$ cat src/rtl/mem_stream_reader.sv
// Reads NWORDS vector words from RAM starting at BASE and streams each word
// out as 24 bytes, LSB first, over a valid/ready byte interface.
module mem_stream_reader #(
  parameter S      = 32,
  parameter V      = 192,
  parameter BASE   = 'd31000,
  parameter NWORDS = 1250,
  parameter STRIDE = 1
) (
  input  logic         clk,
  input  logic         rst,
  input  logic         start,
  output logic [S-1:0] address,
  output logic         VecOp,
  input  logic [V-1:0] rd,
  output logic [7:0]   out_data,
  output logic         out_valid,
  input  logic         out_ready,
  output logic         busy,
  output logic         done
);

  localparam logic [S-1:0] BASE_S   = S'(BASE);
  localparam logic [S-1:0] STRIDE_S = S'(STRIDE);
  localparam logic [S-1:0] LAST_IDX = S'(NWORDS - 1);
  localparam logic [4:0]   LAST_B   = 5'(V / 8 - 1);

  typedef enum logic [2:0] {IDLE, FETCH, CAPTURE, STREAM, DONE} state_t;

  state_t       r_state;
  logic [S-1:0] r_idx;
  logic [4:0]   r_bcnt;
  logic [V-1:0] r_sreg;
  logic         r_valid, r_busy, r_done, r_vec;

  // Address is a pure function of idx, so it reads BASE whenever idx is 0.
  assign address   = BASE_S + r_idx * STRIDE_S;
  assign out_data  = r_sreg[7:0];
  assign out_valid = r_valid;
  assign busy      = r_busy;
  assign done      = r_done;
  assign VecOp     = r_vec;

  always_ff @(posedge clk or negedge rst) begin
    if (!rst) begin
      r_state <= IDLE;
      r_idx   <= '0;
      r_bcnt  <= '0;
      r_sreg  <= '0;
      r_valid <= 1'b0;
      r_busy  <= 1'b0;
      r_done  <= 1'b0;
      r_vec   <= 1'b0;
    end else begin
      case (r_state)
        IDLE: if (start) begin
          r_state <= FETCH;
          r_idx   <= '0;
          r_bcnt  <= '0;
          r_busy  <= 1'b1;
          r_vec   <= 1'b1;
        end
        FETCH: r_state <= CAPTURE;
        CAPTURE: begin
          r_sreg  <= rd;
          r_state <= STREAM;
          r_vec   <= 1'b0;
          r_valid <= 1'b1;
        end
        STREAM: if (out_ready) begin
          r_sreg <= r_sreg >> 8;
          if (r_bcnt == LAST_B) begin
            r_valid <= 1'b0;
            if (r_idx == LAST_IDX) begin
              r_state <= DONE;
              r_done  <= 1'b1;
            end else begin
              r_idx   <= r_idx + 1'b1;
              r_bcnt  <= '0;
              r_state <= FETCH;
              r_vec   <= 1'b1;
            end
          end else begin
            r_bcnt <= r_bcnt + 1'b1;
          end
        end
        DONE: begin
          r_done  <= 1'b0;
          r_busy  <= 1'b0;
          r_state <= IDLE;
        end
        default: r_state <= IDLE;
      endcase
    end
  end

endmodule

$ cat config.mk
export PLATFORM = sky130hd
export DESIGN_NAME = mem_stream_reader
export DESIGN_NICKNAME = d
export VERILOG_FILES = /design/src/rtl/mem_stream_reader.sv
export SDC_FILE = /design/constraint.sdc
export NUM_CORES = 1
export LEC_CHECK = 0
export BUFFER_PORTS_ARGS = -buffer_cell sky130_fd_sc_hd__buf_2
export CELL_PAD_IN_SITES_DETAIL_PLACEMENT = 1
export CELL_PAD_IN_SITES_GLOBAL_PLACEMENT = 2
export CORE_MARGIN = 4
export CORE_UTILIZATION = 35
export CTS_BUF_LIST = sky130_fd_sc_hd__clkbuf_8 sky130_fd_sc_hd__clkbuf_16
export DETAILED_ROUTE_END_ITERATION = 10
export PLACE_DENSITY = 0.94
export SYNTH_ARGS = -nofsm -noshare
export SYNTH_HDL_FRONTEND = slang
export SYNTH_SLANG_ARGS = --single-unit
export TNS_END_PERCENT = 100
$ cat constraint.sdc
create_clock -name clk -period 4.8 [get_ports clk]
set_input_delay 0.96 -clock clk [delete_from_list [all_inputs] [get_ports clk]]
set_output_delay 0.96 -clock clk [all_outputs]
set_load 0.1 [all_outputs]
==> results.yml, run 1 <==
clocking:
  cts.sinks: 236
  cts_tree: "built"
  hold_buffers: 0
  cts.clk_slew.worst_paths_ns: 0.06
  root_buffer: "clkbuf_16"
  numCtsBuffers: 29
  cts_setup_buffers: 0
  clockBufferDepth: 3
  htree_levels: 1
  cts_resized: 0
  clock_latency_ns: 0.54
synth:
  ys_warn_count: 0
  ys_seq_area_share_pct: 50.1
  syn_nets: 1413
  synth_top_area_share_pct: 50.1
  synth_commonest_cells: "236 x dfrtp_1, 222 x nand2_1, 219 x o21ai_0"
  synth_most_common_cell: "dfrtp_1"
  synth_edf_count: 0
  yosysUniqueCellTypes: 51
  synthCells: 1212
  yosys-top-cells-area: "dfrtp_1 50%, mux2i_1 16%, o21ai_0 9.3%"
  ys_async_sr_fraction_pct: 100
  synth_ff_type: "dfrtp_1"
  synth_area_per_cell_um2: 9.72
  netlist_area_mm2: 0.0118
  yosysTopAreaCell: "dfrtp_1"
  synth_seq_cells: 236
pwr:
  p_total_mw: 5.34
  p_leak_nw: 7.53
  pwr_density_cell_mw_per_mm2: 380
  irDropWorstVdd_uv: 263
global_route:
  grt_usage_pct: 18.1
  grt_max_degree: 194
  grt_pass1_wl_um: 54200
  overflow: 0
  antenna_found_initial: 25
  grt_pass1_vias: 9819
sta:
  max_slew.worst_pin.slew_ns: 0.888
  hold_viol: 0
  fmax_ghz: 0.243
  period_share_pct: 85.6
  skew_ns: 0.00973
  slew_viol_final: 0
  grt_setup_unrepaired: "no"
  min_period_ns: 4.11
  slew-limit-headroom_pct: 40.7
  finalSetupTns_ns: 0
  finalSetupViolations: 0
critical_path:
  end_kind: "output port"
  cp_cell_sequence: "and4_1 -> nand2_1 -> nor4_1 -> o21ai_0 -> xnor2_1 -> buf_2"
  max_stage_delay_ns: 0.57
  cp.required_ns: 3.84
  startpoint_type: "register"
  cp_slowest_cell: "dfrtp_1"
  path_max_fanout: 12
  critical_path_class: "reg2out"
  arrival_ns: 3.15
floorplanning:
  placementRows: 66
  core_region_area_mm2: 0.0329
  start_util_pct: 35.9
  io_pins: 240
  die-area_mm2: 0.0367
  dieHeight_um: 191
  die_w_um: 191
route:
  wl_per_cell_um: 18.3
  drt_iter0_drc: 468
  finalWirelength_um: 34000
  vias: 9427
  first_pass_iters: 4
  drtAntennaViolNets: 0
  viasPerCell: 5.06
  drc_errors: 0
finish:
  fillers: 3864
  final_core_util_pct: 42.8
  drive_gt1_share_pct: 21.4
  fin_area_mm2: 0.0141
  seq_area_mm2: 0.00591
  syn_to_final_growth_pct: 19.4
  final_nets: 1589
  multi_input_area_mm2: 0.00534
placement:
  postPlaceCellArea_mm2: 0.0132
  hpwl_um: 23600
  gp_congestion: 0.825
  place.port_buffers: 239
flow_run:
  maxCapViolCount: 0
min_path:
  hold_class: "in2async"
status:
  outcome: "finished, final reports clean"
metrics by stage:
step           instances  hold slack (ns)  setup WS [ns]
5_1_grt             1858            0.504          0.391
6_report            1862            0.447          0.690
2_1_floorplan       1212            0.450          0.464
4_1_cts             1848            0.478          0.649
3_3_place_gp        1799            0.457           1.37
3_5_place_dp        1799            0.465           1.25
cell families after synthesis:
kind of cell,Yosys count,share of synthesized area (%)
multiplexers,184,15.6
adder cells (fa/ha/maj),5,0.531
XOR/XNOR,27,2.01
AND/OR/NAND/NOR,348,13.1
flip-flops,236,50.1
buffers and inverters,110,4.70
AO/OA/AOI/OAI,302,13.9
path summary, 6_finish.rpt:
kind	start	end	slack [ns]	cells past startpoint
max in group asynchronous	rst	r_sreg[133]	3.35	2
setup reg to reg	r_state[2]	r_sreg[163]	1.96	5
setup / recovery	r_idx[15]	address[30]	0.69	6
hold reg to reg	r_sreg[2]	r_sreg[2]	0.47	2
min in group clk	r_sreg[2]	r_sreg[2]	0.47	2
hold / removal	rst	r_sreg[145]	0.45	1
per-layer routing:
layer  share of wire (%)  up-vias  GRT usage, %
met1                  43     4545          23.9
met3                 6.2       69          5.24
met2                  48      197          29.4
li1                    -     4592             -
met4                 2.3       24          4.70
met5                0.49        -             0
layout by cell type (no fill, tap or decap), types with 2 or more instances in the layout:
cell       Yosys  final
and2_1         7      7
buf_4         12      5
mux2i_1      184    184
nand2b_1       3      3
xor2_1         7      7
clkbuf_8       0      7
buf_2         41    238
o41ai_1        2      2
nor4_1         6      6
nand4_1       11     11
and4_1         2      2
and3_1         8      8
o21ai_0      219    219
nand3_1       24     24
o22ai_1        2      2
ha_1           5      5
nand3b_1       3      3
or3_1          6      6
buf_12         0      4
o21bai_1       2      2
nor2_1        36     36
a31oi_1       11     11
diode_2        0     14
nor3_1         8      8
dfrtp_1      236    236
o31ai_1        8      7
a21oi_1       19     19
nand2_1      222    222
nor4_2         2      2
o21ai_1       21     20
inv_1          7     16
xnor2_1       20     20
clkinv_2       0      2
a22o_1         9      9
clkbuf_16      0     29
a21oi_2        2      2
flip-flops by register name, summed over array words and instances, names as in the netlist:
signal / count
r_sreg: 192
busy: 1
r_idx: 32
r_bcnt: 5
VecOp: 1
r_state: 3
done: 1
out_valid: 1
worst max-delay path, delay by kind of cell, from the launching register on:
family | cells | cell delay, ns
and+or+nand+nor | 3 | 1.21
DFF | 1 | 0.57
buffers and inverters | 1 | 0.44
AOI/OAI and AO/OA | 1 | 0.22
xor gates and xnor gates | 1 | 0.16
final cells by class:
class / instances / area share, %
Sequential cell: 236 / 42.0
Multi-Input combinational cell: 866 / 38.0
Timing Repair Buffer: 248 / 9.41
Clock buffer: 36 / 5.84
Tap cell: 442 / 3.93
Clock inverter: 13 / 0.453
Antenna cell: 14 / 0.249
Inverter: 7 / 0.187
power breakdown:
group | total (mW) | switching (mW) | internal [mW] | leakage [nW]
sequential | 2.45 | 0.178 | 2.27 | 3.23
clock | 2.05 | 0.853 | 1.19 | 0.474
combinational | 0.844 | 0.551 | 0.293 | 3.82
total | 5.34 | 1.58 | 3.76 | 7.53
Note: power is estimated with default switching activity, not from simulation.
==> inputs of run 2 (changes only) <==
Settings changed: ABC_AREA from default to 1, PLACE_DENSITY 0.94 to 0.95.
==> results.yml, run 2 <==
synth:
  syn_nets: 1839
  ys_async_sr_fraction_pct: 100
  synth_mux_area_share_pct: 0
  synth_compound_area_share_pct: 21.2
  synth_area_per_cell_um2: 8.00
  synth_commonest_cells: "399 x nand2_1, 236 x dfrtp_1, 232 x inv_1"
  yosys-top-cells-area: "dfrtp_1 45%, nand2_1 11%, o21ai_1 7.3%"
  synthCells: 1638
  yosysUniqueCellTypes: 36
  synth_simple_gate_area_share_pct: 18.8
  synth_top_family_by_area: "compound AO/OA/AOI/OAI gates"
  synth_seq_cells: 236
  netlist_area_mm2: 0.0131
  synth_top_area_share_pct: 45.1
  synth_edf_count: 0
  synth_most_common_cell: "nand2_1"
  synthXorXnorAreaFrac_pct: 1.74
  synth_fa_ha_area_share_pct: 0.478
  ys_seq_area_share_pct: 45.1
  ys_warn_count: 0
  synth_ff_type: "dfrtp_1"
  yosysTopAreaCell: "dfrtp_1"
critical_path:
  max_stage_delay_ns: 0.45
  end_kind: "output port"
  cp.depth: 11
  startpoint_type: "register"
  critical_path_class: "reg2out"
  reg2reg_depth: 8
  cp_slowest_cell: "buf_2"
  arrival_ns: 3.08
  r2r_end: "r_sreg[110]"
  startpoint: "r_idx[3]"
  crit_family: "simple AND/OR/NAND/NOR gates"
  worstSetupEndpoint: "address[25]"
  path_max_fanout: 7
  critPathMostFrequentCell: "nand2_1"
  r2r-start: "r_state[1]"
  cp_cell_sequence: "inv_1 -> ha_1 -> inv_1 -> nand2_1 -> o21ai_1 -> nand2_1 -> nand2_1 -> nand2_1 -> nor2_1 -> xor2_1 -> buf_2"
  cp.required_ns: 3.84
  crit_buf_inv: 3
  r2r_slack_ns: 1.74
route:
  first_pass_iters: 5
  viasPerCell: 5.03
  drc_errors: 0
  vias: 11600
  drtAntennaViolNets: 0
  finalWirelength_um: 40300
  wl_per_cell_um: 17.5
  drt_iter0_drc: 643
sta:
  hold_viol: 0
  holdWs_ns: 0.445
  fin_ws_ns: 0.758
  grt_setup_unrepaired: "no"
  skew_ns: 0.0189
  finalSetupViolations: 0
  slew_viol_final: 0
  finalSetupTns_ns: 0
  max_slew.worst_pin.slew_ns: 0.930
  min_period_ns: 4.04
  slew-limit-headroom_pct: 38.0
  period_share_pct: 84.2
  fmax_ghz: 0.247
floorplanning:
  core_region_area_mm2: 0.0368
  placementRows: 70
  dieHeight_um: 201
  start_util_pct: 35.6
  die-area_mm2: 0.0406
  io_pins: 240
  die_w_um: 201
clocking:
  htree_levels: 1
  clock_latency_ns: 0.56
  cts_setup_buffers: 0
  numCtsBuffers: 29
  cts.clk_slew.worst_paths_ns: 0.06
  root_buffer: "clkbuf_16"
  cts.sinks: 236
  hold_buffers: 0
  cts_resized: 0
  cts_tree: "built"
  clockBufferDepth: 3
global_route:
  grt_pass1_vias: 12000
  grt_max_degree: 199
  antenna_found_initial: 22
  overflow: 0
  grt_usage_pct: 19.3
  grt_pass1_wl_um: 64700
finish:
  layout.cells.non_filler: 2303
  drive_gt1_share_pct: 20.4
  final_core_util_pct: 41.5
  fillers: 4497
  fin_area_mm2: 0.0153
  top_regs: "r_sreg (192), r_idx (32), r_bcnt (5)"
  syn_to_final_growth_pct: 16.5
  layout_commonest_cell: "nand2_1"
  mostFrequentLayoutCells: "399 x nand2_1, 238 x buf_2, 237 x inv_1"
  regMostFlops: "r_sreg"
  largest_reg_flops: 192
  final_nets: 2007
placement:
  hpwl_um: 28700
  place_ws_ns: 1.34
  gp_congestion: 0.900
  place_inst: 2243
  place.port_buffers: 239
  postPlaceCellArea_mm2: 0.0143
pwr:
  p_leak_nw: 7.64
  pwr_density_cell_mw_per_mm2: 562
  p_total_mw: 8.58
  irDropWorstVdd_uv: 388
min_path:
  hold_class: "in2async"
flow_run:
  maxCapViolCount: 0
status:
  outcome: "finished, final reports clean"
run 2: cell types whose count changed after synthesis, sizes merged, moves of 9 or more:
cell	delta
nand2	+180
xnor2	-19
xor2	+18
buf	+32
nor2	+69
o21ai	-9
nand3	+44
o211ai	+171
a21oi	-13
a22o	-9
mux2i	-184
clkbuf	-22
inv	+230
run 2: logic make-up after synthesis:
kind of cell | after synthesis
buffers and inverters | 352
flip-flops | 236
AO/OA/AOI/OAI | 419
adder cells (fa/ha/maj) | 5
AND/OR/NAND/NOR | 600
XOR/XNOR | 26
run 2: final cells by class:
type                       count  area [um2]  area share, %
sequential                   236        5910           38.7
multi-input combinational   1050        5540           36.3
timing repair buffer         250        1330           8.69
inverter                     239         918           6.02
clock buffer                  36         822           5.39
tap                          468         586           3.84
clock inverter                17         143          0.935
antenna                        7        17.5          0.115
run 2: routing by layer:
layer / vias to the layer above / GRT usage (%) / share of wire, %
li1: 5677 / - / -
met4: 28 / 4.93 / 2.8
met3: 83 / 4.77 / 5.2
met1: 5587 / 25.6 / 45
met2: 201 / 31.7 / 47
met5: - / 0 / 0.37
run 2: power by group:
part | switching (mW) | internal, mW
Clock | 0.901 | 1.31
Sequential | 0.279 | 2.77
Combinational | 2.27 | 1.04
Total | 3.45 | 5.12
run 2: how the worst min path moves through the flow:
stage | from | endpoint | slack [ns] | cells past startpoint
5_1_grt | rst | r_sreg[19] | 0.48 | 1
2_1_floorplan | r_bcnt[4] | r_bcnt[4] | 0.44 | 2
3_5_place_dp | r_sreg[12] | r_sreg[12] | 0.47 | 2
4_1_cts | r_sreg[12] | r_sreg[12] | 0.49 | 2
3_3_place_gp | r_bcnt[4] | r_bcnt[4] | 0.45 | 2
6_report | rst | r_sreg[19] | 0.44 | 1
